`src/rtl/tag_alloc_ctrl.sv`:
```
// tag_alloc_ctrl: free-list tag allocator with round-robin arbitration of returned tags
module tag_alloc_ctrl #(
    parameter int NUM_SRC = 4,
    parameter int TAG_W   = 6,
    parameter int SIZE    = 64,
    localparam int PW     = $clog2(NUM_SRC),
    localparam int CW     = $clog2(SIZE) + 1
) (
    input  logic                     clk,
    input  logic                     rst,
    input  logic                     disp_req,
    output logic                     disp_gnt,
    output logic [TAG_W-1:0]         disp_tag,
    input  logic [NUM_SRC-1:0]       ret_valid,
    input  logic [NUM_SRC*TAG_W-1:0] ret_tag,
    output logic [NUM_SRC-1:0]       ret_ready,
    input  logic [TAG_W-1:0]         fl_tag_out,
    output logic                     fl_pull,
    output logic [TAG_W-1:0]         fl_tag_in,
    output logic                     fl_push,
    input  logic                     fl_full,
    input  logic                     fl_empty,
    output logic [CW-1:0]            free_cnt,
    output logic                     dbl_free_err
);
    logic [NUM_SRC-1:0] hold_v;
    logic [TAG_W-1:0]   hold_tag [NUM_SRC];
    logic [PW-1:0]      rr_ptr;
    logic [PW-1:0]      gnt_idx;
    logic               any_v;

    assign disp_gnt  = disp_req & ~fl_empty;
    assign disp_tag  = fl_tag_out;
    assign fl_pull   = disp_gnt;
    assign ret_ready = ~hold_v;
    assign fl_push   = any_v & ~fl_full;
    assign fl_tag_in = fl_push ? hold_tag[gnt_idx] : '0;

    // scan from the farthest offset down so the closest source to rr_ptr wins
    always_comb begin
        any_v   = 1'b0;
        gnt_idx = rr_ptr;
        for (int k = NUM_SRC - 1; k >= 0; k--) begin
            if (hold_v[rr_ptr + PW'(k)]) begin
                any_v   = 1'b1;
                gnt_idx = rr_ptr + PW'(k);
            end
        end
    end

    always_ff @(posedge clk or negedge rst) begin
        if (!rst) begin
            hold_v       <= '0;
            for (int i = 0; i < NUM_SRC; i++) hold_tag[i] <= '0;
            rr_ptr       <= '0;
            free_cnt     <= CW'(SIZE);
            dbl_free_err <= 1'b0;
        end else begin
            for (int i = 0; i < NUM_SRC; i++) begin
                if (fl_push && gnt_idx == PW'(i)) hold_v[i] <= 1'b0;
                else if (ret_valid[i] && !hold_v[i]) begin
                    hold_v[i]   <= 1'b1;
                    hold_tag[i] <= ret_tag[i*TAG_W +: TAG_W];
                end
            end
            if (fl_push) rr_ptr <= gnt_idx + 1'b1;
            if (fl_push && !fl_pull && free_cnt != CW'(SIZE)) free_cnt <= free_cnt + 1'b1;
            else if (fl_pull && !fl_push && free_cnt != '0) free_cnt <= free_cnt - 1'b1;
            if (|hold_v && free_cnt == CW'(SIZE)) dbl_free_err <= 1'b1;
        end
    end
endmodule
```
`config.mk`:
```
export PLATFORM = sky130hd
export DESIGN_NAME = tag_alloc_ctrl
export DESIGN_NICKNAME = d
export VERILOG_FILES = /design/src/rtl/tag_alloc_ctrl.sv
export SDC_FILE = /design/constraint.sdc
export NUM_CORES = 1
export LEC_CHECK = 0
export CAP_MARGIN = 20
export CORE_ASPECT_RATIO = 1.5
export CORE_MARGIN = 5
export CORE_UTILIZATION = 50
export DETAILED_ROUTE_END_ITERATION = 8
export DONT_BUFFER_PORTS = 1
export GPL_ROUTABILITY_DRIVEN = 0
export PLACE_DENSITY = 0.62
export RECOVER_POWER = 50
export REMOVE_ABC_BUFFERS = 1
export SLEW_MARGIN = 20
export SYNTH_ARGS = -nofsm -noshare
export SYNTH_HDL_FRONTEND = slang
export SYNTH_SLANG_ARGS = --single-unit
```
`constraint.sdc`:
```
create_clock -name clk -period 3.3 [get_ports clk]
set_input_delay 0.66 -clock clk [delete_from_list [all_inputs] [get_ports clk]]
set_output_delay 0.66 -clock clk [all_outputs]
set_load 0.02 [all_outputs]
```
=== Word level (Yosys, flattened, before mapping) ===
Index checks and enable logic that the tools add are counted.

* Flip-flop bits (word level): 38
* Latch bits: 0
* RAM bits: 0
* Bits in read-only memories: 0
* Input bits: 39
* Output and inout bits: 27
* Logic and storage cells: 98
* Memories: 0

* Add/sub/neg operators: 6
* $mul: 0
* Div/mod/pow operators: 0
* Magnitude comparators: 5
* Equality and inequality tests: 5
* Shifts and indexed selects: 0
* Muxes and demuxes: 30
* Bitwise gates (word level): 10
* Reduce and logical (&&, ||, !) cells: 31

{| class="wikitable"
|+ Operators by type and width
! cell !! count
|-
| 2-to-1 mux 6 bit || 3
|-
| 2-to-1 mux 1 bit || 16
|-
| 2-to-1 mux 7 bit || 2
|-
| logical AND 1 bit || 13
|-
| binary-select mux 6 bit (select 2 bit) || 1
|-
| < comparator 2 x 3 -> 1 bit, second input constant || 4
|-
| nonzero test 2 bit || 5
|-
| binary-select mux 1 bit (select 2 bit) || 4
|-
| 2-to-1 mux 2 bit || 4
|-
| AND reduction 2 bit || 4
|-
| adder 7 x 1 -> 7 bit, second input constant || 1
|-
| equality test 7 bit, second input constant || 1
|-
| inequality test 7 bit, second input constant || 1
|-
| nonzero test 7 bit || 1
|-
| subtractor 7 x 1 -> 7 bit, second input constant || 1
|-
| logical NOT 1 bit || 6
|-
| inverter 1 bit || 6
|-
| adder 2 x 1 -> 2 bit, second input constant || 2
|-
| adder 2 bit, second input constant || 2
|-
| equality test 2 bit, second input constant || 2
|-
| inverter 4 bit || 1
|-
| OR reduction 4 bit || 1
|-
| greater-or-equal comparator 3 bit, second input constant || 1
|-
| inverter 2 -> 3 bit || 1
|-
| other kinds (3) || 4
|}

=== Depth between registers and ports, before layout ===
Gate-level depths: netlist (run 1).

* Depth in word-level cells: 13
* Mapped depth: 11
* Gate-level depth less buffers: 11

=== Worst setup path before layout (run 1) ===
OpenSTA, ideal clock, no wires.

* Path kind: input port to flip-flop
* Start: input port fl_empty
* End: register free_cnt[6]
* Setup time: 0.077 ns
* Data arrival time: 2.948 ns
* Data required time: 3.223 ns
* Slack: 0.275 ns
* Stages: 10
* Path buffers: 0
* Cells stage by stage: nand2b_1 > inv_1 > nor3_1 > nand2_1 > ha_1 > nor2b_1 > o21a_1 > a311o_1 > or4_1 > a31oi_1

* Word-level cells in the longest chain between the ends: 6
* Elaborated cells on any way between the ends: 9
* Those cells by class: mux (1); bitwise (2); reduce/logical (6)

{| class="wikitable"
|+ Ends and longest elaborated chain
! what !! RTL line !! text
|-
| start: declaration || 22 || <nowiki>input logic fl_empty,</nowiki>
|-
| inverter 1 bit * || 32 || <nowiki>assign disp_gnt = disp_req & ~fl_empty;</nowiki>
|-
| AND 1 bit * || 32 ||
|-
| net disp_gnt || 12 || <nowiki>output logic disp_gnt,</nowiki>
|-
| logical NOT 1 bit || 67 || <nowiki>if (fl_push && !fl_pull && free_cnt != CW'(SIZE)) free_cnt <= free_cnt + 1'b1;</nowiki>
|-
| logical AND 1 bit (2 in a row) || 67 ||
|-
| 2-to-1 mux 7 bit or nonzero test 2 bit (tied branches) || n/a ||
|-
| end signal: assignment || 56 || <nowiki>free_cnt <= CW'(SIZE);</nowiki>
|-
| end signal: assignment || 67 ||
|-
| end signal: assignment || 68 || <nowiki>else if (fl_pull && !fl_push && free_cnt != '0) free_cnt <= free_cnt - 1'b1;</nowiki>
|-
| end: declaration || 23 || <nowiki>output logic [CW-1:0] free_cnt,</nowiki>
|}

Mark *: on every way through the listed nets, which the timed path passes. The rest lies on a longest branch.
A chain may end at the register's enable or synchronous reset.

=== Final worst setup path (run 1) ===
* Start: register hold_v[2]
* End: output port fl_tag_in[3]

* Word-level cells in the longest chain between the ends: 11
* Elaborated cells on any way between the ends: 22
* Those cells by class: mux (20); bitwise (2)

{| class="wikitable"
|+ Ends and longest elaborated chain
! what !! RTL line !! text
|-
| start: declaration || 26 || <nowiki>logic [NUM_SRC-1:0] hold_v;</nowiki>
|-
| start signal: assignment || 53 || <nowiki>hold_v <= '0;</nowiki>
|-
| start signal: indexed assignment || 60 || <nowiki>if (fl_push && gnt_idx == PW'(i)) hold_v[i] <= 1'b0;</nowiki>
|-
| start signal: indexed assignment || 62 || <nowiki>hold_v[i] <= 1'b1;</nowiki>
|-
| binary-select mux 1 bit (select 2 bit) || 44 || <nowiki>if (hold_v[rr_ptr + PW'(k)]) begin</nowiki>
|-
| 2-to-1 mux 1 bit (implied by the code) || 44 ||
|-
| 2-to-1 mux 2 bit (4 in a row) || 44 ||
|-
| inverter 2 -> 3 bit (implied by the code) || 37 || <nowiki>assign fl_tag_in = fl_push ? hold_tag[gnt_idx] : '0;</nowiki>
|-
| binary-select mux 6 bit (select 2 bit) || 37 ||
|-
| 2-to-1 mux 6 bit (implied by the code) (2 in a row) || 37 ||
|-
| 2-to-1 mux 6 bit * || 37 ||
|-
| end: declaration || 19 || <nowiki>output logic [TAG_W-1:0] fl_tag_in,</nowiki>
|}

Every way passes the cells marked *; elsewhere a longest branch is shown, timed or not. The select of a mux whose other input is x is not followed.

==> results.md, run 1 <==
- The run finished with clean final reports.
- The endpoint identified for the worst register-to-register timing path is free_cnt[6].
- During I/O placement, the number of pins put on the boundary was 66.
- The signal on the critical path passes through inv_1 -> a311o_1 -> and3_1 -> clkinvlp_4 -> mux2_2 -> a22o_1.
- The tightest min-delay check is of the in2async type.
- For this run, the detailed router's first-pass iteration total came to 4.
- The most common cell after layout, fill and taps aside is mux2_2.
- The number of buffers between clock root and the deepest sink is 2.
- For this run, the register share of the synthesized area comes to 0.443.
- The pin count of the biggest net entering global routing is 39.
- The final wirelength is 4590 um.
- The die area is 5740 um^2.
- Setup violations remaining at the end of the flow were counted as 0.
- The nature of the critical path startpoint is a flop.
- After routing, the total negative slack on setup checks comes to 0 ns.
- The maximum fanout count along the critical path is 14.
- The final cell utilization of the core is 0.551.
- The repair_antennas step left the layout with diodes totalling 0.
- Registers take 952 um^2.
- The number of antenna violations at the first check in global routing is 0.
- For the final database, setup skew stands at 0.00521 ns.
- Setup repair after global routing left no endpoint under its margin.
- The core box area is 4210 um^2.
- CTS saw 38 sinks.
- The worst setup path is captured at a primary output.
- In this design, the stage delay of the slowest critical-path cell is 0.44 ns.
- The power density over the cells is 1140 nW/um^2.
- The analysis attributes to cell leakage a power of 0.00101 uW.
- The data required time at the worst endpoint is 2.64 ns.
- Yosys mapped the design onto 39 distinct sky130hd cell types.
- Dividing the final minimum period by the clock period gives 0.944.
- The number of hold violations in the final report came to 0.
- The startpoint identified for the worst register-to-register timing path is free_cnt[3].
- The average footprint of a synthesized cell is 11.3 um^2.
- The clock latency on the worst-skew pair is 0.29 ns.
- For the worst setup path, the data arrival time is 2.46 ns.
- The placed cell count is 235.
- The clock transition at the register clock pins on the worst setup and hold paths after CTS is 0.08 ns.
- The routed length per placed instance is 18.9 um.
- The max-capacitance violation count is 0.
- TritonCTS created 5 clock buffers.
- The clock period minus final worst setup slack is 3.12 ns.
- Counting cells, the worst reg-to-reg path comes to 10.
- For this run, the post-layout net count is 246.
- The H-tree level count is 2.
- From synthesis to final layout, the design area changed by 7.80%.
- The largest vdd supply drop is 0.755 mV.
- The max-slew violation total from the final report was 0.
- CTS placed an instance of clkbuf_8 at the clock tree root.
- The width of the chip is 63.5 um.
- The highest-delay cell along the critical path is dfrtp_1.
- The mapped netlist covers 2150 um^2.
- The DRC violation total after the first TritonRoute iteration is 65.
- The vertical die dimension is 90.3 um.
- The number of inserted filler cells in the final layout is 392.
- The predominant post-synthesis flop cell is dfrtp_1.
- The number of global-route vias before repair is 1632.
- The register-to-register setup slack is 0.32 ns.
- Yosys attributes the largest share of cell area to dfrtp_1 43%, mux2_2 20%, ha_1 5.8%, buf_4 2.4%, a22o_1 2.4%.
- The transition time of the tightest slew-check pin is 0.685 ns.
- The number of instances in the synthesized netlist is 191.
- The residual overflow from global routing is 0.
- After detailed routing, the number of vias per cell comes to 6.05.
- The number of enable-type register cells in the synthesized netlist is 0.
- The fraction of post-synthesis cell area in the top cell type by area is 0.431.
- The antenna violation net count after detailed routing is 0.
- Measured against its own limit, the worst slew margin works out to 0.543.
- The total via count after detailed routing is 1471.
- In the final layout, the multi-input gates occupy 1070 um^2.
- In the final layout, the share of cells above drive strength 1 is 0.294.
- The global-route usage over all layers is 0.168.
- The count of non-filler cells in the finished layout is 243.
- The count of input and output buffers is 0.
- After detailed routing, the number of remaining DRC violations is 0.
- The library cells used most frequently in the layout, excluding fill and tap cells, are 38 x mux2_2, 37 x dfrtp_1, 11 x inv_1, 11 x nand2_1.
- The half-perimeter wire length after detailed placement is 3610 um.
- In this run, synthesis produced a sequential element count of 38.
- TritonCTS built the clock tree.
- The effective utilization at floorplan is 0.511.
- The global-route wire length before repair is 7750 um.
- The synthesized design spends more area on one cell type than any other, namely dfrtp_1.
- The startpoint-to-endpoint class of the critical path is reg2out.
- The warning count from the yosys run is 0.
- The row count is 29.
- The maximum operating frequency is 321 MHz.
- Of all flip-flops after synthesis, the portion carrying an async set or reset was 1.00.
-- layout make-up --
type | count | share of cell area
repair buffers | 8 | 0.0211
flip-flops and latches | 38 | 0.411
clock inverters | 3 | 0.0297
well taps | 46 | 0.0248
multi-input cells | 130 | 0.461
clock buffers | 5 | 0.0297
inverters | 13 | 0.0227
-- per-stage QoR --
step | hold WS [ns] | area, um^2 | power (uW) | setup slack (ns)
final | 0.0608 | 2320 | 2640 | 0.184
after global routing | 0.0342 | 2320 | 2850 | 0.0115
after CTS | 0.0472 | 2330 | 2680 | 0.139
after detailed placement | 0.366 | 2190 | 2190 | 0.187
after global placement | 0.366 | 2190 | 2130 | 0.322
after floorplan | 0.364 | 2070 | 1890 | 0.187
-- state kept, by name, indices dropped and copies added (netlist names) --
register	flops
hold_tag	24
free_cnt	7
hold_v	4
rr_ptr	2
dbl_free_err	1
-- critical path: cells and delay by family, from the launching register on --
| family | cells | cell delay [ns] |
|---|---|---|
| mux | 1 | 0.37 |
| compound gates | 2 | 0.52 |
| buf+inv | 2 | 0.57 |
| simple gates | 1 | 0.27 |
| flops | 1 | 0.44 |
-- power breakdown --
part / switching, uW / total [uW] / internal, uW
sequential: 196 / 899 / 703
clock: 171 / 474 / 303
combinational: 663 / 1270 / 604
-- routing by layer --
metal  up-vias  global-route usage  wire (um)
li1        680                   -          -
met1       729               0.191       1730
met2        55               0.288       2470
met3         7              0.0560        320
met4         0              0.0607         73
met5         -                   0          0
-- Yosys cell counts, types with 2 or more instances --
cell type and instances:
buf_6 2, or4_1 2, o21ai_0 5, nand2_1 11
nand3_1 3, nor3_1 2, and3_1 2, nor2_1 9
a31oi_1 2, a311o_1 2, o21bai_1 2, mux2_2 38
nor2b_1 6, a22o_1 6, inv_1 12, a21boi_0 2
ha_1 10, a21oi_1 10, dfrtp_1 37, o31ai_1 2
xnor2_1 2, buf_4 7
-- worst max-delay path by stage --
stage | start | endpoint
after detailed placement | fl_empty | free_cnt[6]
after global placement | fl_empty | free_cnt[6]
after global routing | hold_v[2] | fl_tag_in[3]
final | hold_v[2] | fl_tag_in[3]
after CTS | hold_v[2] | fl_tag_in[3]
after floorplan | fl_empty | free_cnt[6]
-- cell families (layout without fill, tap and decap cells) --
kind of cell / after synthesis / in the layout / synth area share
xor gates and xnor gates: 3 / 3 / 0.0122
buffers and inverters: 23 / 29 / 0.0599
muxes: 39 / 39 / 0.204
adders and majority gates: 11 / 11 / 0.0675
DFF: 38 / 38 / 0.443
AOI/OAI and AO/OA: 35 / 35 / 0.113
and+or+nand+nor: 42 / 42 / 0.101
-- what timing repair did --
item                                    4_1_cts  5_1_grt
setup buffers                                 0        0
resized for setup                             1        0
endpoints found under the setup margin        1        0
hold buffers                                  0        0
Note: power is estimated with default switching activity, not from simulation.
==> inputs of run 2 (changes only) <==
--- a/config.mk
+++ b/config.mk
@@ -12,6 +12,7 @@
 export DETAILED_ROUTE_END_ITERATION = 8
 export DONT_BUFFER_PORTS = 1
 export GPL_ROUTABILITY_DRIVEN = 0
+export GPL_TIMING_DRIVEN = 0
 export PLACE_DENSITY = 0.62
 export RECOVER_POWER = 50
 export REMOVE_ABC_BUFFERS = 1
==> results.md, run 2 (synthesis results as in run 1) <==
- The post-cts hold buffer count is 0 (unchanged).
- The transition time of the tightest slew-check pin is 0.643 ns (-0.0426 ns).
- From synthesis to final layout, the design area changed by 3.90%.
- The I/O pin total is 66 (unchanged).
- STA classifies the critical path endpoint as a primary output.
- The residual overflow from global routing is 0 (unchanged).
- The H-tree level count was 2 (unchanged).
- The largest registers in the layout are hold_tag (24), free_cnt (7), hold_v (4).
- The final hold slack was 0.0605 ns (-0.000308 ns).
- The number of inserted filler cells in the final layout is 381 (-2.8%).
- The critical path is of the reg2out type.
- The fraction of layout cells with a size suffix above 1 is 0.282 (-0.0125).
- The register ranked first by flip-flop count is hold_tag.
- The power density over the cells is 1100 nW/um^2 (-3.7%).
- The routed length per placed instance is 19.3 um (+2.4%).
- The relative slew slack is 0.572 (+0.0284).
- The number of antenna violations at the first check in global routing is 0 (unchanged).
- The row count is 29 (unchanged).
- The flow ran to the end, and the final reports show no timing, DRC or antenna violations.
- The nature of the critical path startpoint is a flop.
- The total via count after detailed routing is 1450 (-1.4%).
- The switching part of the total is 0.416 (+0.0261).
- The clock power share is 0.124 (-0.056).
- The number of buffer and inverter instances along the worst setup path is 2 (unchanged).
- The clock period minus final worst setup slack is 3.12 ns (+0.00809 ns).
- The number of buffers created by CTS was 5 (unchanged).
- The logic gate share of total power is 0.485 (+0.005).
- The global-route wire length before repair is 7370 um (-4.9%).
- The width of the chip was 63.5 um (unchanged).
- The signal on the critical path passes through inv_1 -> a311o_1 -> and3_1 -> clkinvlp_4 -> mux2_2 -> a22o_1.
- The maximum operating frequency was 320 MHz (-0.26%).
- The number of optimization iterations in the first detailed-route pass is 4 (unchanged).
- The count of final setup violators is 0 (unchanged).
- The via density per instance is 6.20 (+2.4%).
- Setup repair after global routing left no endpoint under its margin.
- The switching power is 1020 uW (-0.99%).
- The die area is 5740 um^2 (unchanged).
- The minimum setup slack in the final design came to 0.176 ns (-0.00809 ns).
- The total setup buffers inserted after CTS is 0 (unchanged).
- The max-slew violation total from the final report is 0 (unchanged).
- The antenna violation net count after detailed routing is 0 (unchanged).
- The clock transition at the register clock pins on the worst setup and hold paths after CTS is 0.08 ns (about the same).
- The register area is 952 um^2 (unchanged).
- The DRC violation total after the first TritonRoute iteration is 61 (-6.2%).
- The post-placement setup slack was -0.0990 ns (-0.286 ns).
- The maximum fanout count along the critical path is 14 (unchanged).
- The number of global-route vias before repair is 1556 (-4.7%).
- The pin count of the biggest net entering global routing is 39 (unchanged).
- The antenna diode count is 0 (unchanged).
- The share of the clock period used by the worst path is 0.947 (+0.00245).
- Leaving out fill and tap cells, the most frequent cells in the layout are 38 x mux2_2, 37 x dfrtp_1, 11 x inv_1, 11 x nand2_1.
- The final clock skew was 0.00650 ns (+0.00129 ns).
- The root cell of the clock tree is clkbuf_8.
- The half-perimeter wire length after detailed placement was 3450 um (-4.4%).
- The effective utilization at floorplan is 0.511 (unchanged).
- The count of input and output buffers is 0 (unchanged).
- The standby leakage power is 0.000959 uW (-5.3%).
- The min-delay analysis places its worst path in the category in2async.
- The final cell utilization of the core is 0.531 (-0.0199).
- The number of buffers between clock root and the deepest sink came to 2 (unchanged).
- The arrival time at the worst endpoint is 2.46 ns (about the same).
- The clock latency on the worst-skew pair is 0.29 ns (about the same).
- The largest vdd supply drop is 0.539 mV (-29%).
- The delay of the slowest cell on the worst path is 0.45 ns (about the same).
- The multi-input logic area is 1090 um^2 (+2.1%).
- The final wirelength is 4530 um (-1.4%).
- The number of design rule violations left after detail routing is 0 (unchanged).
- The slowest stage of the critical path belongs to the cell dfrtp_1.
- The max-capacitance violation count is 0 (unchanged).
- The share of power burned in registers is 0.391 (+0.050).
- The final net count is 238 (-3.3%).
- The number of flip-flops in the largest register is 24 (unchanged).
- The sink count of the clock tree came to 38 (unchanged).
- The number of hold violations in the final report is 0 (unchanged).
- The most common cell after layout, fill and taps aside is mux2_2.
- The cell-internal power is 1430 uW (-11%).
- The core box area is 4210 um^2 (unchanged).
- The data required time at the worst endpoint is 2.64 ns (about the same).
- On the critical path the largest part of the delay comes from buffers and inverters.
- The clock tree from TritonCTS is done.
- The global-route usage over all layers came to 0.161 (-0.00715).
- The vertical die dimension was 90.3 um (unchanged).
==> run 2: cell types whose count changed in the layout (fill, tap and decap cells not counted), sizes merged <==
cell,delta
buf,-5
clkinvlp,+1
clkinv,-1
clkbuf,-2
bufinv,-2
==> run 2: final cells by class <==
cell class | count | area share
Multi-Input combinational cell | 130 | 0.489
Clock buffer | 6 | 0.0325
Clock inverter | 1 | 0.00336
Inverter | 13 | 0.0235
Tap cell | 46 | 0.0258
Sequential cell | 38 | 0.426
==> run 2: worst paths after layout <==
path | slack [ns] | start | cells past startpoint | end
min in group clk | 0.50 | hold_tag[13] | 1 | hold_tag[13]
max in group asynchronous | 3.07 | rst | 0 | free_cnt[6]
min reg2reg | 0.50 | hold_tag[13] | 1 | hold_tag[13]
max reg2reg | 0.22 | free_cnt[1] | 9 | free_cnt[6]
max | 0.18 | hold_v[2] | 6 | fl_tag_in[2]
min | 0.06 | rst | 0 | hold_tag[2]
==> run 2: through the flow <==
stage                     TNS (ns)  cells  total power, uW  cell area [um^2]
after detailed placement   -0.0990    227             2130              2130
after CTS                        0    234             2450              2220
after global placement    -0.00377    227             2060              2130
final                            0    234             2450              2230
after floorplan                  0    181             1890              2070
after global routing             0    234             2640              2230
==> run 2: power by group through the flow <==
stage | combinational [uW] | sequential [uW] | clock [uW]
after detailed placement | 1170 | 952 | 0
after global placement | 1130 | 932 | 0
after CTS | 1190 | 949 | 314
after global routing | 1310 | 994 | 336
after floorplan | 992 | 896 | 0
final | 1190 | 957 | 305
==> run 2: repair_timing <==
item | CTS | global route
pin swaps | 0 | 0
endpoints found under the setup margin | 7 | 7
resized for setup | 2 | 2
gates cloned | 0 | 0
==> run 2: per-layer routing <==
layer  track usage  wire, um  vias to the layer above
li1              -         -                      668
met1         0.167      1660                      715
met2         0.278      2420                       57
met3        0.0697       335                       10
met4        0.0659       111                        0
met5             0         0                        -
==> edit 1 (flow settings as in run 2) <==
Register the output `dbl_free_err` once more, with the module's reset; this adds one clock of latency there. The other outputs are not delayed to match.
--- a/src/rtl/tag_alloc_ctrl.sv
+++ b/src/rtl/tag_alloc_ctrl.sv
@@ -23,6 +23,8 @@
     output logic [CW-1:0]            free_cnt,
     output logic                     dbl_free_err
 );
+
+    logic dbl_free_err_s0;
     logic [NUM_SRC-1:0] hold_v;
     logic [TAG_W-1:0]   hold_tag [NUM_SRC];
     logic [PW-1:0]      rr_ptr;
@@ -54,7 +56,7 @@
             for (int i = 0; i < NUM_SRC; i++) hold_tag[i] <= '0;
             rr_ptr       <= '0;
             free_cnt     <= CW'(SIZE);
-            dbl_free_err <= 1'b0;
+            dbl_free_err_s0 <= 1'b0;
         end else begin
             for (int i = 0; i < NUM_SRC; i++) begin
                 if (fl_push && gnt_idx == PW'(i)) hold_v[i] <= 1'b0;
@@ -66,7 +68,15 @@
             if (fl_push) rr_ptr <= gnt_idx + 1'b1;
             if (fl_push && !fl_pull && free_cnt != CW'(SIZE)) free_cnt <= free_cnt + 1'b1;
             else if (fl_pull && !fl_push && free_cnt != '0) free_cnt <= free_cnt - 1'b1;
-            if (|hold_v && free_cnt == CW'(SIZE)) dbl_free_err <= 1'b1;
+            if (|hold_v && free_cnt == CW'(SIZE)) dbl_free_err_s0 <= 1'b1;
         end
     end
+    always_ff @(posedge clk or negedge rst) begin
+        if (!rst) begin
+            dbl_free_err <= '0;
+        end else begin
+            dbl_free_err <= dbl_free_err_s0;
+        end
+    end
+
 endmodule
Function: changed (a bounded check fails within 4 cycles, from zero or initial values and one cycle with rst low).
==> edit 1 against run 2 <==
Worst setup slack improved by 30 ps; sequential cell count rose by 1; routed wire length fell by 0.38%; power rose by 4.8%; synthesized area rose by 4.5%; combinational power rose by 9%; design area rose by 3.8%; die area rose by 3.9%.
==> edit 1: results (changes against run 2) <==
yosys-top-cells-area: "dfrtp_1, mux2_2, ha_1"
worst_path_max_delay_cell: "dfrtp_1"
met2_usage_pct: 30.40  # +2.6 points
switching_share_pct: 40.81  # -0.82 points
non_clock_inverter_count: 9  # -4
finClkSkew_ps: 5.571  # -0.9335 ps
seq_cell_power_mw: 0.983  # +2.7%
cpLargestDelayFamily: "compound AO/OA/AOI/OAI gates"
post-synth-top-count-cell: "dfrtp_1"
global_routing_usage_on_met1_pct: 15.23  # -1.4 points
comb_power_share_pct: 50.6  # +2.1 points
share_of_layout_cells_above_drive_strength_1_pct: 32.22  # +4.0 points
postCtsResizedCells: 2  # unchanged
grt_max_degree: 40  # +2.6%
postRouteWirelength_mm: 4.510  # -0.38%
yosys.cell_types.count: 43  # +10%
layout.nonclk_buf_share_pct: 0  # unchanged
global_route.usage.total_pct: 16.35  # +0.25 points
result_of_the_run: "completed"
numCtsBuffers: 5  # unchanged
synth_top_cells_by_count: "dfrtp_1, mux2_2, ha_1"
timing.hold.worst.class: "input pin to async pin"
worstMarginPinSlew_ps: 467.6  # -175.1 ps
dr_wl_met3_um: 350  # +4.5%
worstReg2RegStart: "free_cnt[0]$_DFFE_PN0P_"
cts_post_setup_buffers_inserted: 0  # unchanged
tritoncts_clock_tree: "built"
wl_met1_mm: 1.581  # -5.0%
total_leakage_power_nw: 0.9848  # +2.7%
postSynthRegisterBits: 39  # +2.6%
final-clk-cell-share_pct: 3.132  # -0.45 points
area.sequential_um2: 977.2  # +2.6%
first_pass_iters: 4  # unchanged
yosys_warning_count: 0  # unchanged
total_number_of_nets_in_the_final_design: 231  # -2.9%
vias_per_cell: 6.167  # -0.48%
top_signal_layer_used: "met4"
grt.met3_usage_pct: 7.230  # +0.26 points
ir_drop_uv: 453.3  # -16%
detailroute.wirelength.met2_mm: 2.504  # +3.6%
ys.flop_type: "dfrtp_1"
setup_slack_reg_to_reg_ps: 210
worstSetupEndpoint: "fl_tag_in[5]"
number_of_multi_input_combinational_cells: 126  # -3.1%
final.fill_count: 415  # +8.9%
reg2regPathDepth: 10  # +1
power-per-cell-area_mw_per_mm2: 1108  # +0.99%
worst-endpoint-arrival_ps: 2430  # -30 ps
detailed_place_hpwl_mm: 3.601  # +4.4%
detailedRoute.firstIterationViolations: 30  # -51%
synth_sequential_area_ratio_pct: 43.49  # -0.81 points
critical_r2r_capture: "free_cnt[6]$_DFFE_PN1P_"
grt_pass1_wl_mm: 7.514  # +2.0%
startpoint: "hold_v[0]$_DFFE_PN0P_"
multi_input_area_share_pct: 50.65  # +1.8 points
first_global_vias: 1589  # +2.1%
io_buffer_count: 0  # unchanged
asyncSetResetFlopFracSynth_pct: 100.0  # unchanged
root_buffer: "clkbuf_8"
[edit 1: cell count changes in the layout (fill, tap and decap cells not counted), moves of 3 or more]
cell / run 2 / this run
nand2_1: 11 / 4
mux2_1: 0 / 7
mux2_2: 38 / 33
o21ai_0: 5 / 2
inv_1: 11 / 7
[edit 1: cell families (layout without fill, tap and decap cells)]
kind of cell	count (synthesis)	after routing	share of synthesized area, %
DFF	39	39	43.49
adders and majority gates	11	11	6.459
and+or+nand+nor	34	34	9.188
xor gates and xnor gates	5	5	1.949
buffers and inverters	19	15	5.179
muxes	44	44	22.27
AOI/OAI and AO/OA	32	32	11.47
[edit 1: metrics by stage]
stage	setup slack [ps]	hold WS (ps)	area (um^2)	setup TNS, ps	std cells
after floorplan	228.6	348.4	2165	0	174
after global placement	-101.6	360.4	2225	-101.6	222
after detailed placement	-318.4	363.4	2225	-318.4	222
after global routing	38.10	49.05	2317	0	228
after CTS	93.04	55.28	2315	0	228
final	206.4	66.80	2317	0	228
==> edit 2 (flow settings as in run 2) <==
Without the edit above. Set the parameter `TAG_W` to 8 (it was 6).
--- a/src/rtl/tag_alloc_ctrl.sv
+++ b/src/rtl/tag_alloc_ctrl.sv
@@ -1,7 +1,7 @@
 // tag_alloc_ctrl: free-list tag allocator with round-robin arbitration of returned tags
 module tag_alloc_ctrl #(
     parameter int NUM_SRC = 4,
-    parameter int TAG_W   = 6,
+    parameter int TAG_W   = 8,
     parameter int SIZE    = 64,
     localparam int PW     = $clog2(NUM_SRC),
     localparam int CW     = $clog2(SIZE) + 1
Interface: changed (resized disp_tag, fl_tag_in, fl_tag_out and ret_tag); port bits go from 66 to 80. The function was not compared with the original's and may differ.
==> edit 2 against run 2 <==
Final cell count grew 21%; synthesized area increased by 18%; power increased by 23%; sequential cell count increased by 8; register-to-register slack improved by 120 ps; routed wire length rose by 21%; sequential share of layout area increased by 0.28 points; critical path depth is the same; worst setup slack gained 92 ps; design area grew 20%; global-route usage increased by 1.2 points; critical endpoint is now fl_tag_in[4].
==> edit 2: results (changes against run 2) <==
share_of_layout_cells_above_drive_strength_1_pct: 25.81  # -2.4 points
synthCells: 217  # +14%
dr_wl_met3_um: 461  # +38%
postRouteWirelength_mm: 5.487  # +21%
cpLargestDelayFamily: "compound AO/OA/AOI/OAI gates"
final.clkbuf_count: 7  # +1
grt.met3_usage_pct: 7.292  # +0.32 points
grt_max_degree: 47  # +21%
fin_total_pwr_mw: 3.011  # +23%
yosys.cell_types.count: 42  # +7.7%
ir_drop_uv: 594.7  # +10%
grt_pass1_wl_mm: 8.811  # +20%
first_global_vias: 1828  # +17%
worst-endpoint-arrival_ps: 2370  # -90 ps
final.min_clock_period_ps: 3032  # -92.35 ps
synth_sequential_area_ratio_pct: 45.30  # +1.0 points
setup_slack_reg_to_reg_ps: 340  # +120 ps
comb-power_mw: 1.49  # +25%
nonClockBufferCount: 4  # +4
global_route.usage.total_pct: 17.33  # +1.2 points
startpoint: "hold_v[0]$_DFFE_PN0P_"
result_of_the_run: "completed"
number_of_multi_input_combinational_cells: 147  # +13%
wl_met1_mm: 1.978  # +19%
final.fill_count: 452  # +19%
==> edit 2: cell count changes after synthesis, moves of 3 or more <==
cell     delta
mux2i_1    +16
o22ai_1     +9
dfrtp_1     +8
mux2_2      -7
a22o_1      -6
a21oi_4     +4
buf_4       +3
nor2b_1     -3
==> edit 2: cell families (layout without fill, tap and decap cells) <==
group | after synthesis | in the layout | synth area share, %
buf+inv | 24 | 24 | 5.460
flops | 46 | 46 | 45.30
mux | 51 | 51 | 21.89
simple gates | 45 | 45 | 9.149
fa+ha+maj | 11 | 11 | 5.706
xor+xnor | 3 | 3 | 1.033
compound gates | 37 | 37 | 11.46
==> edit 2: per-stage QoR <==
step | setup TNS [ps] | util [%]
floorplan | 0 | -
global placement | -15000 | 51.87
detailed placement | 0 | 52.33
CTS | 0 | 54.48
global route | 0 | 54.94
finish | 0 | 54.94
==> edit 2: repair_timing <==
item / CTS / global route
setup buffers: 0 / 3
hold buffers: 0 / 0
endpoints found under the setup margin: 0 / 7
